$ cat config.mk
export PLATFORM = sky130hd
export DESIGN_NAME = my_mst_stream_merger
export DESIGN_NICKNAME = d
export VERILOG_FILES = /design/src/rtl/my_mst_stream_merger.sv
export SDC_FILE = /design/constraint.sdc
export NUM_CORES = 1
export LEC_CHECK = 0
export ABC_AREA = 1
export BUFFER_PORTS_ARGS = -buffer_cell sky130_fd_sc_hd__clkbuf_2
export CORE_UTILIZATION = 55
export DETAILED_ROUTE_END_ITERATION = 8
export PLACE_DENSITY = 0.8
export SKIP_LAST_GASP = 1
export SYNTH_ARGS = -nofsm -noshare
export SYNTH_HDL_FRONTEND = slang
export SYNTH_SLANG_ARGS = --single-unit
$ cat constraint.sdc
create_clock -name clk -period 7.5 [get_ports clk]
set_clock_uncertainty 0.15 [all_clocks]
set_input_delay 1.5 -clock clk [delete_from_list [all_inputs] [get_ports clk]]
set_output_delay 1.5 -clock clk [all_outputs]
set_load 0.02 [all_outputs]
$ cat src/rtl/my_mst_stream_merger.sv
// NCH push-only channels, each buffered in its own FIFO, merged round-robin onto one registered
// valid/ready output tagged with the source channel. Define MY_MST_DROP_CNT_EN to add drop_cnt.
module my_mst_stream_merger #(
    parameter int DW    = 12,
    parameter int NCH   = 4,
    parameter int DEPTH = 8,
    localparam int CHW  = (NCH > 1) ? $clog2(NCH) : 1
) (
    input  logic              clk,
    input  logic              rst_n,
    input  logic [NCH*DW-1:0] in_data,
    input  logic [NCH-1:0]    in_vld,
    output logic [DW-1:0]     out_data,
    output logic [CHW-1:0]    out_ch,
    output logic              out_vld,
    input  logic              out_rdy,
    output logic [NCH-1:0]    ovf,
`ifdef MY_MST_DROP_CNT_EN
    output logic [NCH*8-1:0]  drop_cnt,
`endif
    input  logic              ovf_clr
);

    localparam int AW = $clog2(DEPTH);

    typedef logic [AW:0] ptr_t;

    localparam ptr_t PTR_ONE = ptr_t'(1);

    // Pointers carry one extra wrap bit so full and empty are distinguishable.
    function automatic logic fifo_full(input ptr_t wr, input ptr_t rd);
        return (wr[AW] != rd[AW]) && (wr[AW-1:0] == rd[AW-1:0]);
    endfunction

    function automatic logic fifo_empty(input ptr_t wr, input ptr_t rd);
        return (wr == rd);
    endfunction

    function automatic logic [CHW-1:0] rr_index(input logic [CHW-1:0] base, input int off);
        int sum;
        sum = int'(base) + off;
        if (sum >= NCH) begin
            sum = sum - NCH;
        end else begin
            sum = sum;
        end
        return CHW'(sum);
    endfunction

    logic [DW-1:0]  mem_q [NCH][DEPTH];
    ptr_t           wr_ptr_q [NCH];
    ptr_t           wr_ptr_d [NCH];
    ptr_t           rd_ptr_q [NCH];
    ptr_t           rd_ptr_d [NCH];

    logic [NCH-1:0] full_s;
    logic [NCH-1:0] empty_s;
    logic [NCH-1:0] push_s;
    logic [NCH-1:0] pop_s;
    logic [NCH-1:0] drop_s;

    logic           load_s;
    logic           found_s;
    logic [CHW-1:0] grant_s;
    logic [DW-1:0]  head_s;

    logic [DW-1:0]  out_data_q, out_data_d;
    logic [CHW-1:0] out_ch_q, out_ch_d;
    logic           out_vld_q, out_vld_d;
    logic [CHW-1:0] rr_q, rr_d;
    logic [NCH-1:0] ovf_q, ovf_d;

    // Per-channel FIFO status flags.
    always_comb begin
        full_s  = '0;
        empty_s = '0;
        for (int i = 0; i < NCH; i++) begin
            full_s[i]  = fifo_full(wr_ptr_q[i], rd_ptr_q[i]);
            empty_s[i] = fifo_empty(wr_ptr_q[i], rd_ptr_q[i]);
        end
    end

    // Round-robin arbiter: first non-empty FIFO after the last grant.
    always_comb begin
        load_s  = !out_vld_q || out_rdy;
        found_s = 1'b0;
        grant_s = '0;
        for (int k = 1; k <= NCH; k++) begin
            if (!found_s && !empty_s[rr_index(rr_q, k)]) begin
                found_s = 1'b1;
                grant_s = rr_index(rr_q, k);
            end else begin
                found_s = found_s;
            end
        end
    end

    // Head word of the granted FIFO.
    always_comb begin
        head_s = '0;
        for (int i = 0; i < NCH; i++) begin
            if (grant_s == CHW'(i)) begin
                head_s = mem_q[i][rd_ptr_q[i][AW-1:0]];
            end else begin
                head_s = head_s;
            end
        end
    end

    // A full FIFO still accepts a word when its head leaves at the same edge.
    always_comb begin
        pop_s  = '0;
        push_s = '0;
        drop_s = '0;
        for (int i = 0; i < NCH; i++) begin
            pop_s[i]  = load_s && found_s && (grant_s == CHW'(i));
            push_s[i] = in_vld[i] && (!full_s[i] || pop_s[i]);
            drop_s[i] = in_vld[i] && full_s[i] && !pop_s[i];
        end
    end

    // FIFO pointer next-state.
    always_comb begin
        for (int i = 0; i < NCH; i++) begin
            wr_ptr_d[i] = wr_ptr_q[i];
            rd_ptr_d[i] = rd_ptr_q[i];
            if (push_s[i]) begin
                wr_ptr_d[i] = wr_ptr_q[i] + PTR_ONE;
            end else begin
                wr_ptr_d[i] = wr_ptr_q[i];
            end
            if (pop_s[i]) begin
                rd_ptr_d[i] = rd_ptr_q[i] + PTR_ONE;
            end else begin
                rd_ptr_d[i] = rd_ptr_q[i];
            end
        end
    end

    // Output register, RR pointer and sticky overflow next-state.
    always_comb begin
        out_data_d = out_data_q;
        out_ch_d   = out_ch_q;
        out_vld_d  = out_vld_q;
        rr_d       = rr_q;
        if (load_s) begin
            if (found_s) begin
                out_data_d = head_s;
                out_ch_d   = grant_s;
                out_vld_d  = 1'b1;
                rr_d       = grant_s;
            end else begin
                out_vld_d  = 1'b0;
            end
        end else begin
            out_vld_d = out_vld_q;
        end
        if (ovf_clr) begin
            ovf_d = drop_s;
        end else begin
            ovf_d = ovf_q | drop_s;
        end
    end

    // FIFO storage; contents are qualified by the pointers, so no reset is needed.
    always_ff @(posedge clk) begin
        for (int i = 0; i < NCH; i++) begin
            if (push_s[i]) begin
                mem_q[i][wr_ptr_q[i][AW-1:0]] <= in_data[i*DW +: DW];
            end
        end
    end

    // Control state registers.
    always_ff @(posedge clk or negedge rst_n) begin
        if (!rst_n) begin
            for (int i = 0; i < NCH; i++) begin
                wr_ptr_q[i] <= '0;
                rd_ptr_q[i] <= '0;
            end
            out_data_q <= '0;
            out_ch_q   <= '0;
            out_vld_q  <= 1'b0;
            rr_q       <= CHW'(NCH - 1);
            ovf_q      <= '0;
        end else begin
            for (int i = 0; i < NCH; i++) begin
                wr_ptr_q[i] <= wr_ptr_d[i];
                rd_ptr_q[i] <= rd_ptr_d[i];
            end
            out_data_q <= out_data_d;
            out_ch_q   <= out_ch_d;
            out_vld_q  <= out_vld_d;
            rr_q       <= rr_d;
            ovf_q      <= ovf_d;
        end
    end

    assign out_data = out_data_q;
    assign out_ch   = out_ch_q;
    assign out_vld  = out_vld_q;
    assign ovf      = ovf_q;

`ifdef MY_MST_DROP_CNT_EN
    logic [7:0] cnt_q [NCH];
    logic [7:0] cnt_d [NCH];

    // Saturating drop counters; a drop coinciding with a clear leaves a count of one.
    always_comb begin
        for (int i = 0; i < NCH; i++) begin
            cnt_d[i] = cnt_q[i];
            if (ovf_clr) begin
                cnt_d[i] = drop_s[i] ? 8'd1 : 8'd0;
            end else if (drop_s[i] && (cnt_q[i] != 8'hFF)) begin
                cnt_d[i] = cnt_q[i] + 8'd1;
            end else begin
                cnt_d[i] = cnt_q[i];
            end
        end
    end

    // Drop counter registers.
    always_ff @(posedge clk or negedge rst_n) begin
        if (!rst_n) begin
            for (int i = 0; i < NCH; i++) begin
                cnt_q[i] <= 8'd0;
            end
        end else begin
            for (int i = 0; i < NCH; i++) begin
                cnt_q[i] <= cnt_d[i];
            end
        end
    end

    // Flatten counters onto the output port.
    always_comb begin
        drop_cnt = '0;
        for (int i = 0; i < NCH; i++) begin
            drop_cnt[i*8 +: 8] = cnt_q[i];
        end
    end
`endif

endmodule

## Word level (Yosys, flattened, before mapping)

Memory sizes are Yosys's and may differ from the RTL's.
Cells that the tools add are included.

- Bits in registers: 53
- RAM bits: 384
- Input port bits: 56
- Output and inout bits: 19
- Word-level logic and storage cells: 177
- Memories kept: 1

- Add/sub/neg operators: 16
- $lt $le $gt $ge: 20
- Equal/unequal tests: 15
- Muxes and demuxes: 54
- Bitwise operators: 9
- Reduce and logical (&&, ||, !) cells: 49

Memory list:

| name | depth | width | read ports | clocked after Yosys merged registers in | write ports | line | RTL |
|---|---|---|---|---|---|---|---|
| mem_q | 4 | 96 | 4 | 0 | 4 | 50 | `logic [DW-1:0] mem_q [NCH][DEPTH];` |

Operators by type and width:

| kind | number |
|---|---|
| $mux 96 | 4 |
| $mux 12 | 16 |
| $bmux 12 s3 | 4 |
| $demux 12 s3 | 4 |
| $add 4x1->4 const B | 8 |
| $ge 4x4->1 const B | 8 |
| $not 3->4 | 8 |
| $logic_and 1x1->1 | 28 |
| $eq 4x4->1 | 4 |
| $lt 4x1->1 const B | 4 |
| $mux 2 | 8 |
| $logic_not 1->1 | 14 |
| $mux 1 | 13 |
| $eq 3x3->1 | 4 |
| $lt 2x3->1 const B | 4 |
| $ge 3x3->1 const B | 3 |
| $bmux 1 s2 | 4 |
| $sub 2x1->2 const B | 4 |
| $add 2x2->3 const B | 2 |
| $logic_or 1x1->1 | 5 |
| $add 2x3->4 const B | 1 |
| $eq 2x2->1 const B | 2 |
| $ge 4x3->1 const B | 1 |
| $mux 4 | 1 |
| other kinds (6) | 9 |

## Logic depth before layout (Yosys ltp)

- Depth after elaboration: 20
- Depth in mapped cells: 19
- Gate-level depth less buffers: 18

## Worst setup path after synthesis

OpenSTA, ideal clock, no wires.

- Path type: input-to-reg
- Start: input port out_rdy
- End: memory mem_q[2][48] (netlist bit) (enable)
- Library setup time: 0.396 ns
- Arrival time: 3.013 ns
- Data required time: 6.954 ns
- Slack: 3.941 ns
- Stages: 7
- Buffers on the path: 0
- Cells stage by stage: inv_1 > nand2_1 > o21a_1 > nand3_2 > nand2_2 > nand2_2 > nor3_1

RTL lines:

| what | line | RTL |
|---|---|---|
| start: declaration | 16 | `input logic out_rdy,` |
| end: declaration | 50 |  |

==> results.tsv <==
stage	metric	value	unit
status	outcome	finished, final reports clean	
global_route	grt_max_degree	54	
cts	cts_setup_buffers	0	
power	swShare	0.4026	
timing	setup_violations	0	
place	port_buffers	74	
floorplan	ios	75	
timing	tightest_slew	1.133	ns
yosys	ys_seq_area_frac	0.7019	
routing	drt_wl_total	43230	um
critical_path	critPathMaxFanout	31	
timing	min_period	4.914	ns
cts	htreeDepth	2	
timing	fin_ws	2.586	ns
power	switching_power	3.627	mW
timing	fin_crit_sh	0.6551	
timing	fin_tns_setup	0	ns
yosys	synthesis.area	18320	um2
finish	fin_util	0.6255	
timing	slew_violations	0	
critical_path	cpMostUsedCell	nand2_4	
floorplan	dieArea	34050	um2
finish	layout-drive-gt1-share	0.1258	
global_route	antenna_found_initial	0	
yosys	ys_ff_latch	437	
critical_path	critical_path.slowest_cell	nor2_1	
floorplan	die_x	184.5	um
cts	path_clk_slew	0.06	ns
power	p_leak	7.413	nW
routing	drc_errors	0	
routing	drt_iter0_markers	1791	
cts	cts_resized	0	
yosys	yosysWarnings	0	
job	maxCapViolations	0	
critical_path	max_stage_delay	0.88	ns
timing	hold_viol	0	
critical_path	critical_path_required	7.50	ns
yosys	avgSynthCellArea	11.68	um2
critical_path	cp_data_arrival_time	4.92	ns
power	pwr-share-clk	0.241	
floorplan	initial_utilization	0.5617	
min_path	hold_class	flip-flop to flip-flop	
power	seq_power_share	0.377	
power	p_int	5.382	mW
cts	cts_hold_buf	0	
place	place_area	18980	um2
floorplan	coreArea	32620	um2
place	routabilityCongestion	0.9418	
timing	max_slew_margin	0.2250	
cts	cts-root-buf	clkbuf_16	
cts	cts_sinks	437	
power	peakVddDrop	0.2536	mV
global_route	grt_pass1_vias	11570	
routing	wl_per_cell	20.71	um
routing	antenna_left	0	
critical_path	cp_cell_sequence	inv_1 > nand2_1 > nand2_1 > nor2_1 > nand3_1 > nand3_2 > nand2_2 > nor2_4 > nand3_2 > nand2_2 > nand2_4 > nor2_4 > nand2_4 > nand2_4 > nand2_4 > nor2_1	
global_route	grt_use_total	0.2610	
routing	drt_first_pass_iters	5	
yosys	synth_cells	1568	
cts	cts_buffers	43	
place	place_inst	2009	
yosys	yosys.cell_types.count	37	
timing	fmax	203.5	MHz
timing	rsz0062_at_grt	no	
yosys	synth.net_count	1632	
floorplan	dieHeight	184.5	um
power	power.density	441.5	nW/um2
global_route	overflow	0	
critical_path	critPathKind	flip-flop to flip-flop	
finish	final_cells	2087	
finish	synthToLayoutAreaGrowth	11.37	%
global_route	grt_pass1_wl	66430	um
routing	vias_per_cell	5.929	
critical_path	crit_path_start_kind	flip-flop	
finish	fill_cells	2468	
cts	clk_path_buf_depth	3	
power	power_frac_comb	0.382	
place	hpwl	28530	um
floorplan	row_count	66	
finish	final_nets	1676	
finish	design_area	20400	um2
cts	clk_latency	0.54	ns
place	dp_slack	2.682	ns
cts	cts_tree	done	
routing	route.vias.total	12370	
critical_path	endpoint_kind	flip-flop	
finish	diodes	0	
==> cell usage after synthesis <==
master     instances  area, um2
buf_4              6      45.04
nand3_1           77      385.4
a21oi_1           27      135.1
nor2_1           229      859.6
a2111oi_0          4      35.03
inv_2             15      56.30
inv_1             43      161.4
ha_1               8      100.1
dfrtp_1           51       1276
a31oi_1           11      68.82
dfstp_2            2      52.55
nor2_2             1      6.260
nand4_1            2      12.51
o21ai_0          192      960.9
a32o_1            24      240.2
nand3_2            7      70.07
o22ai_1           48      300.3
xnor2_1            2      17.52
edfxtp_1         384      11530
nand2_1          287       1077
xor2_2             1      16.27
nor3_2             9      90.09
a21boi_1           1      7.510
o221ai_1          13      113.9
o21ai_2            1      8.760
nand2_2            7      43.79
nor3_1             3      15.01
xor2_1            18      157.7
buf_2              8      40.04
o21ai_1            2      10.01
clkinv_1           1      3.750
buf_1              2      7.510
nand2_4            8      90.09
clkbuf_1          68      255.2
nor2_4             4      45.04
o21a_1             1      7.510
nand3_4            1      17.52
==> per-layer routing <==
| layer | vias up | GRT usage | wire length [um] |
|---|---|---|---|
| li1 | 5682 | - | - |
| met1 | 5965 | 0.3833 | 18060 |
| met2 | 623 | 0.3896 | 19580 |
| met3 | 103 | 0.04722 | 4026 |
| met4 | 0 | 0.09867 | 1556 |
| met5 | - | 0 | 0 |
==> flip-flops by register name (all words and copies together) (netlist names) <==
name	count
out_ch	2
rd_ptr_q	16
out_data	12
out_vld	1
ovf	4
wr_ptr_q	16
rr_q	2
mem_q	384
==> area by class of cell <==
type,instances,area (um2),share of cell area
well taps,442,553.0,0.02710
repair buffers,83,437.9,0.02146
inverters,59,221.5,0.01085
flip-flops and latches,437,12860,0.6302
clock inverters,23,251.5,0.01233
clock buffers,55,1174,0.05752
multi-input cells,988,4907,0.2405
==> worst max-delay path: cells and delay by family, from the launching register on <==
kind	cells	cell delay, ns
DFF	1	0.87
buffers and inverters	1	0.68
and+or+nand+nor	15	2.82
==> final timing paths <==
| check | from | end | slack, ns | cells after the start |
|---|---|---|---|---|
| worst min-delay path | out_data[6] | out_data[6] | 0.35 | 2 |
| max in group asynchronous | rst_n | rd_ptr_q[15] | 5.75 | 2 |
| worst min register to register | out_data[6] | out_data[6] | 0.35 | 2 |
| worst max-delay path | rd_ptr_q[1] | mem_q[3][6] | 2.59 | 16 |
| min in group asynchronous | rst_n | wr_ptr_q[8] | 0.95 | 2 |
| worst max register to register | rd_ptr_q[1] | mem_q[3][6] | 2.59 | 16 |
==> cell families (layout without fill, tap and decap cells) <==
group                      Yosys count  after routing  synth area share
AOI/OAI and AO/OA                  324            324            0.1031
xor gates and xnor gates            21             21           0.01045
adders and majority gates            8              8          0.005464
buffers and inverters              143            220           0.03107
DFF                                437            437            0.7019
and+or+nand+nor                    635            635            0.1481
==> placed cells by master, fill, tap and decap left out, types with 11 or more instances in the layout <==
master,n
a32o_1,24
clkbuf_2,74
nor3_2,12
dfrtp_1,51
o221ai_1,13
nand2_1,287
inv_2,15
nor2_1,229
o22ai_1,48
clkbuf_16,45
xor2_1,18
a21oi_1,27
a31oi_1,11
nand3_1,77
inv_1,43
edfxtp_1,384
o21ai_0,192
==> power groups by stage <==
stage               registers [mW]  logic, mW  clock network [mW]
floorplan                     3.37       2.46                   0
global placement              3.42       3.31                   0
detailed placement            3.44       3.39                   0
finish                        3.39       3.45                2.17
global route                  3.43       3.81                2.28
CTS                           3.39       3.41                2.19
==> stage by stage <==
stage | power [mW] | hold WS [ns]
floorplan | 5.822 | 0.3132
CTS | 8.988 | 0.3515
detailed placement | 6.821 | 0.3359
global route | 9.523 | 0.3626
finish | 9.009 | 0.3461
global placement | 6.729 | 0.3204
(Power assumes the default switching activity.)
